**src/rtl/interp_pkg.sv**
```systemverilog
// Shared definitions for the sub-pixel interpolation datapath: default pixel
// geometry, window width helper and the window ordering mode encoding.
package interp_pkg;

  localparam int PIX_W_DEF   = 8;
  localparam int ROW_PIX_DEF = 8;

  // Ordering of the flat window presented to the filter array.
  typedef enum logic {
    ROW_MAJOR = 1'b0,
    COL_MAJOR = 1'b1
  } transpose_mode_e;

  // Total number of bits in a window of depth rows.
  function automatic int win_width(input int pix_w, input int row_pix, input int depth);
    return pix_w * row_pix * depth;
  endfunction

endpackage

```
**src/rtl/window_reorder.sv**
```systemverilog
// Purely combinational row-major to column-major window mapper. Row r,
// pixel c of the input lands at offset r inside column word c of the output.
module window_reorder
  import interp_pkg::*;
#(
  parameter int PIX_W   = PIX_W_DEF,
  parameter int ROW_PIX = ROW_PIX_DEF,
  parameter int DEPTH   = 15
) (
  input  logic [PIX_W*ROW_PIX*DEPTH-1:0] row_major,
  output logic [PIX_W*ROW_PIX*DEPTH-1:0] col_major
);

  // Scatter every pixel from its row-major slot to its column-major slot.
  always_comb begin
    col_major = '0;
    for (int r = 0; r < DEPTH; r++) begin
      for (int c = 0; c < ROW_PIX; c++) begin
        col_major[(c*DEPTH + r)*PIX_W +: PIX_W] = row_major[(r*ROW_PIX + c)*PIX_W +: PIX_W];
      end
    end
  end

endmodule

```
**src/rtl/window_shift_buffer.sv**
```systemverilog
// Sliding-window row buffer. Holds the last DEPTH rows (row 0 oldest) and
// presents them as one flat window, row-major or transposed, with independent
// valid/ready handshakes towards the fetch stage and the filter array.
module window_shift_buffer
  import interp_pkg::*;
#(
  parameter int PIX_W   = PIX_W_DEF,
  parameter int ROW_PIX = ROW_PIX_DEF,
  parameter int DEPTH   = 15,
  parameter int CNT_W   = 16
) (
  input  logic                             clock,
  input  logic                             reset_L,
  input  logic                             flush,
  input  logic                             cfg_transpose,
  input  logic                             in_valid,
  output logic                             in_ready,
  input  logic [ROW_PIX*PIX_W-1:0]         in_row,
  output logic                             win_valid,
  input  logic                             win_ready,
  output logic [DEPTH*ROW_PIX*PIX_W-1:0]   win_out,
  output logic [$clog2(DEPTH+1)-1:0]       fill_count,
  output logic [CNT_W-1:0]                 win_count,
  output logic                             transpose_q
);

  localparam int ROW_W  = PIX_W * ROW_PIX;
  localparam int WIN_W  = win_width(PIX_W, ROW_PIX, DEPTH);
  localparam int FILL_W = $clog2(DEPTH + 1);
  localparam logic [FILL_W-1:0] FULL_COUNT = FILL_W'(DEPTH);

  // Row r lives at [r*ROW_W +: ROW_W], so the storage is already row-major.
  logic [WIN_W-1:0]  store_q;
  logic [FILL_W-1:0] fill_q;
  logic [CNT_W-1:0]  win_cnt_q;
  transpose_mode_e   mode_q;

  logic              full;
  logic              accept;
  logic              consume;
  logic [WIN_W-1:0]  col_major;

  // Handshake decode: a full buffer only takes a row when the window leaves.
  always_comb begin
    full      = (fill_q == FULL_COUNT);
    in_ready  = reset_L & ~flush & (~full | win_ready);
    accept    = in_valid & in_ready;
    consume   = reset_L & ~flush & full & win_ready;
  end

  // Row storage: shift towards row 0 and load the newest row at the top.
  always_ff @(posedge clock) begin
    if (!reset_L || flush) begin
      store_q <= '0;
    end else if (accept) begin
      store_q <= {in_row, store_q[WIN_W-1:ROW_W]};
    end
  end

  // Fill level: counts accepted rows and saturates once the window is full.
  always_ff @(posedge clock) begin
    if (!reset_L || flush) begin
      fill_q <= '0;
    end else if (accept && !full) begin
      fill_q <= fill_q + 1'b1;
    end
  end

  // Consumed-window counter, saturating so it never wraps.
  always_ff @(posedge clock) begin
    if (!reset_L || flush) begin
      win_cnt_q <= '0;
    end else if (consume && (win_cnt_q != '1)) begin
      win_cnt_q <= win_cnt_q + 1'b1;
    end
  end

  // Output ordering mode: forced to row-major by reset, reloaded on flush.
  always_ff @(posedge clock) begin
    if (!reset_L) begin
      mode_q <= ROW_MAJOR;
    end else if (flush) begin
      mode_q <= transpose_mode_e'(cfg_transpose);
    end
  end

  window_reorder #(
    .PIX_W   (PIX_W),
    .ROW_PIX (ROW_PIX),
    .DEPTH   (DEPTH)
  ) u_reorder (
    .row_major (store_q),
    .col_major (col_major)
  );

  // Present the window in the latched order along with the status counters.
  always_comb begin
    win_out     = (mode_q == COL_MAJOR) ? col_major : store_q;
    win_valid   = full;
    fill_count  = fill_q;
    win_count   = win_cnt_q;
    transpose_q = (mode_q == COL_MAJOR);
  end

endmodule
```
**config.mk**
```make
export PLATFORM = sky130hd
export DESIGN_NAME = window_shift_buffer
export DESIGN_NICKNAME = d
export VERILOG_FILES = /design/src/rtl/interp_pkg.sv /design/src/rtl/window_reorder.sv /design/src/rtl/window_shift_buffer.sv
export SDC_FILE = /design/constraint.sdc
export NUM_CORES = 2
export LEC_CHECK = 0
export ABC_AREA = 0
export CAP_MARGIN = 25
export CORE_AREA = 4 4 414 416
export CTS_BUF_LIST = sky130_fd_sc_hd__clkbuf_8
export CTS_CLUSTER_SIZE = 25
export DETAILED_ROUTE_END_ITERATION = 6
export DIE_AREA = 0 0 418 420
export PLACE_DENSITY = 0.62
export RECOVER_POWER = 100
export SLEW_MARGIN = 20
export SYNTH_ARGS = -nofsm -noshare
export SYNTH_HDL_FRONTEND = slang
export SYNTH_HIERARCHICAL = 1
export SYNTH_SLANG_ARGS = --single-unit
```
**constraint.sdc**
```tcl
create_clock -name clock -period 1.8 [get_ports clock]
set_input_delay 0.36 -clock clock [delete_from_list [all_inputs] [get_ports clock]]
set_output_delay 0.36 -clock clock [all_outputs]
set_load 0.05 [all_outputs]
```
==> run summary <==
The tools report the floorplan die area as 176000 sq um. Buffers inserted during clock tree synthesis total 179. During synthesis, Yosys emitted a total of 6 warnings. The clock network burns 47.8% of the power. For the clock latency on the worst-skew pair, the log shows 950 ps.

The run gives 19700 sq um as the footprint of the flip-flops and latches. At the end of routability-driven placement, the weighted congestion stood at 0.997. Dividing the detail-routed wire length by the instance count gives 34.9 um. The startpoint class of the critical path was a flip-flop. The leakage power total is 0.0287 uW. The die width is 418 um. For this run, the total global-route usage over all layers was measured as 34.5%. Entering global routing, the biggest net connects 67 pins. For this run, the share of the core covered by cells in the final layout is 45.4%. The run gives 3 as the clock tree buffer depth. After synthesis, the mean cell area works out to 8.34 sq um.

For the final-report hold violation count, the log shows 0. Synthesis produced 6310 cells. In this run the clock root is driven by a sky130_fd_sc_hd__clkbuf_8.

The number of rows in the core area came out at 150. The logic depth of the worst register-to-register path is 8, and the number of sinks on the clock net is 981. For this block, the routed nets add up to 319000 um of wire. The clock-pin slew on the worst setup and hold paths works out to 60 ps.

After floorplanning, the core was sized to cover 167000 sq um. For hold timing, the worst endpoint is store_q[923]$_SDFFE_PP0P_. The tightest min-delay check is of the in -> reg type. The area growth from synthesis to layout is 44.3%.

The worst setup path is captured at an output pin. Via count of the first global-routing pass: 46100. The design draws 49000 uW.

The final reports fail on DRC, setup timing. The first detailed-routing pass ran for 7 iterations. Yosys mapped the design onto 40 distinct sky130hd cell types.

The tools report the combinational share of power as 7.8%. The tools report the minimum setup slack in the final design as -1160 ps. Number of cells traversed by the worst hold path: 3. In this run the power spent charging and discharging nets is 12800 uW. Once detail routing completed, the nets flagged for antenna violations numbered 0. The cell area that synthesis handed to floorplanning was 52600 sq um. The number of buffer and inverter instances along the worst setup path was 6. The number of antenna violations at the first check in global routing is 39. The endpoint of the lowest-slack register-to-register path was store_q[786]$_SDFFE_PP0P_. The worst ir drop on vdd was 0.000795 V; the total of max-cap violations was 0. The worst path needs 2960 ps of the cycle, external delays included. In this run the power density over the cells is 646 nW/um^2.

For this run, the register share of the synthesized area comes to 37.3%. The synthesis-stage register bit count came out at 981. The flow ran to the end, but the final reports show violations. Counting flops with a built-in enable in the synthesized netlist gives 0.

Setup repair after global routing could not meet its margin everywhere. The total of buffers placed on input and output ports is 1052, and the first-pass GRT wire length is 414000 um. The fraction of layout cells with a size suffix above 1 came out at 40.8%. The internal portion of the total power is 36300 uW. The slowest stage of the critical path belongs to the cell sky130_fd_sc_hd__dfxtp_4. Traced cell by cell, the critical path runs through buf_12 -> buf_16 -> buf_8 -> buf_16 -> buf_8 -> mux2_4 -> buf_12. Sequential cells account for 44.4% of the total power. Data on the critical path arrives at its endpoint at 2600 ps. The final route contains 48600 vias. Share of flip-flops with an asynchronous set or reset: 0%.

The logs give 338 MHz for the fmax and 15700 for the number of inserted filler cells in the final layout. Of all nets on the critical path, the largest fanout is 10. The number of placed I/O pins is 1053, and the vias per cell is 5.31. The setup path with the least slack is of type reg -> out. The max-slew violation count came out at 0. The slew of the pin with the lowest slew margin came out at 790 ps. Detailed placement finished with a half-perimeter wire length of 259000 um. The net count of the finished layout is 6855. In this design, the stage delay of the slowest critical-path cell is 350 ps. The worst relative slew slack was 47.4%.

Measured along the y axis, the die boundary spans 420 um. For the required time of the worst setup path, the log shows 1440 ps. The tools report the initial core utilization as 31.5%. After layout, the worst path uses 164% of the clock period. For the remaining design rule violation count, the log shows 4.

The share of total power consumed by net switching came out at 26.0%. The combined area of the multi-input logic cells is 24900 sq um. The flip-flop cell with the highest count after synthesis is sky130_fd_sc_hd__dfxtp_1. The startpoint of the most critical register-to-register path was fill_count[0]$_SDFFE_PP0P_. In this run, the number of DRC markers left after iteration 0 of detailed routing was 5572. The logs give 37.7 ps for the clock skew after layout and 0 for the remaining global-route overflow. TritonCTS built the clock tree. Counting every net in the synthesized netlist gives 6382.

The tools report the register-to-register setup slack as -330 ps. The number of endpoints failing setup at the final stage is 1883. The worst hold path begins at in_row[27]. Kind of cell adding the most delay to the critical path: buffers and inverters. CTS built an H-tree with a depth of 4.
## cells in the mapped netlist (all sizes together) (3+ instances only)
cell type	instances	area share, %
o21ai	3	0.029
clkbuf	120	0.86
nor2	6	0.043
dfxtp	981	37
mux2	960	21
nand4	7	0.083
nand2	1932	14
and3	3	0.036
nor3	3	0.029
or4	5	0.071
o31ai	5	0.071
mux2i	6	0.11
nand3	9	0.095
buf	1272	17
and4	3	0.050
a21oi	970	9.2
## tightest hold or removal path, cell delays in order
cell	delay [ps]
sky130_fd_sc_hd__clkdlybuf4s50_1	480
sky130_fd_sc_hd__nand2_1	90
sky130_fd_sc_hd__a21oi_1	60
## flip-flops by register name, summed over array words and instances, names as in the netlist
register,count
fill_count,4
store_q,960
transpose_q,1
win_count,16
## placed cells by master (no fill, tap or decap), drive strengths merged, types with 2 or more instances in the layout
cell type      instances
bufbuf                 2
buf                 1545
clkdlybuf4s50         68
o21a                   2
nand2               1932
dlygate4sd3           57
nand4                  7
clkinvlp               2
mux2                 960
nor2                   6
nor3                   3
and3                   3
ha                     2
or4                    5
clkbuf               239
diode                 16
clkinv                26
o31ai                  5
inv                   53
nand3                  9
bufinv                10
mux2i                  6
dfxtp                981
o21ai                  3
nor4                   2
xor2                   2
a21oi                970
and4                   3
nor2b                  2
## what timing repair did
action                                  in CTS  in global routing
hold endpoints to repair                    56                  0
cloned                                      20                 13
endpoints found under the setup margin    1246               1822
resized for setup                          264                 82
hold buffers                                56                  0
buffers inserted                            15                 22
## through the flow
stage	hold WS, ps	setup TNS (ps)	area [sq um]	setup slack, ps	cells
6_report	84.4	-1115740	75900	-1160	9139
5_1_grt	43.3	-1238610	75900	-1210	9130
4_1_cts	0.909	-1090350	75100	-1220	9090
3_5_place_dp	450	-598260	69000	-649	8683
3_3_place_gp	440	-577400	69000	-644	8683
2_1_floorplan	447	-50850	54100	-83.8	6310
## metal layers
metal,wire length (um),vias up,track usage (%)
met4,26100,6,23.7
met5,36,-,0
met2,145000,2926,55.2
met1,119000,24000,40.7
met3,28600,761,8.72
li1,-,20900,-
## worst max-delay path by stage
stage                             startpoint                        end  slack (ps)  cells past startpoint
global placement                       flush  store_q[946]$_SDFFE_PP0P_        -640                      7
CTS                 transpose_q$_SDFFE_PN0P_               win_out[457]       -1220                      5
global route        transpose_q$_SDFFE_PN0P_               win_out[569]       -1210                      7
detailed placement                     flush  store_q[873]$_SDFFE_PP0P_        -650                      7
floorplan           transpose_q$_SDFFE_PN0P_               win_out[100]         -80                      4
finish              transpose_q$_SDFFE_PN0P_               win_out[889]       -1160                      7
## power by group through the flow
stage / logic (uW) / registers (uW) / clock network (uW)
2_1_floorplan: 1930 / 22200 / 0
3_3_place_gp: 3100 / 22300 / 0
3_5_place_dp: 3110 / 22300 / 0
4_1_cts: 3620 / 21800 / 23500
5_1_grt: 3940 / 21800 / 24500
6_report: 3820 / 21800 / 23400
## area by class of cell
cell class | instances | area share, %
Multi-Input combinational cell | 3936 | 32.8
Timing Repair Buffer | 1684 | 32.5
Sequential cell | 981 | 25.9
Clock buffer | 227 | 4.12
Tap cell | 2204 | 3.63
Clock inverter | 90 | 0.941
Antenna cell | 16 | 0.0528
Inverter | 1 | 0.0148
## cell families (layout without fill, tap and decap cells)
kind of cell / Yosys count / after routing / synth area share (%)
buffers and inverters: 1393 / 2002 / 18.1
AOI/OAI and AO/OA: 986 / 986 / 9.47
adders and majority gates: 2 / 2 / 0.0476
other: 0 / 16 / 0
muxes: 966 / 966 / 20.7
and+or+nand+nor: 1980 / 1980 / 14.4
xor gates and xnor gates: 2 / 2 / 0.0333
DFF: 981 / 981 / 37.3
(Power assumes the default switching activity.)
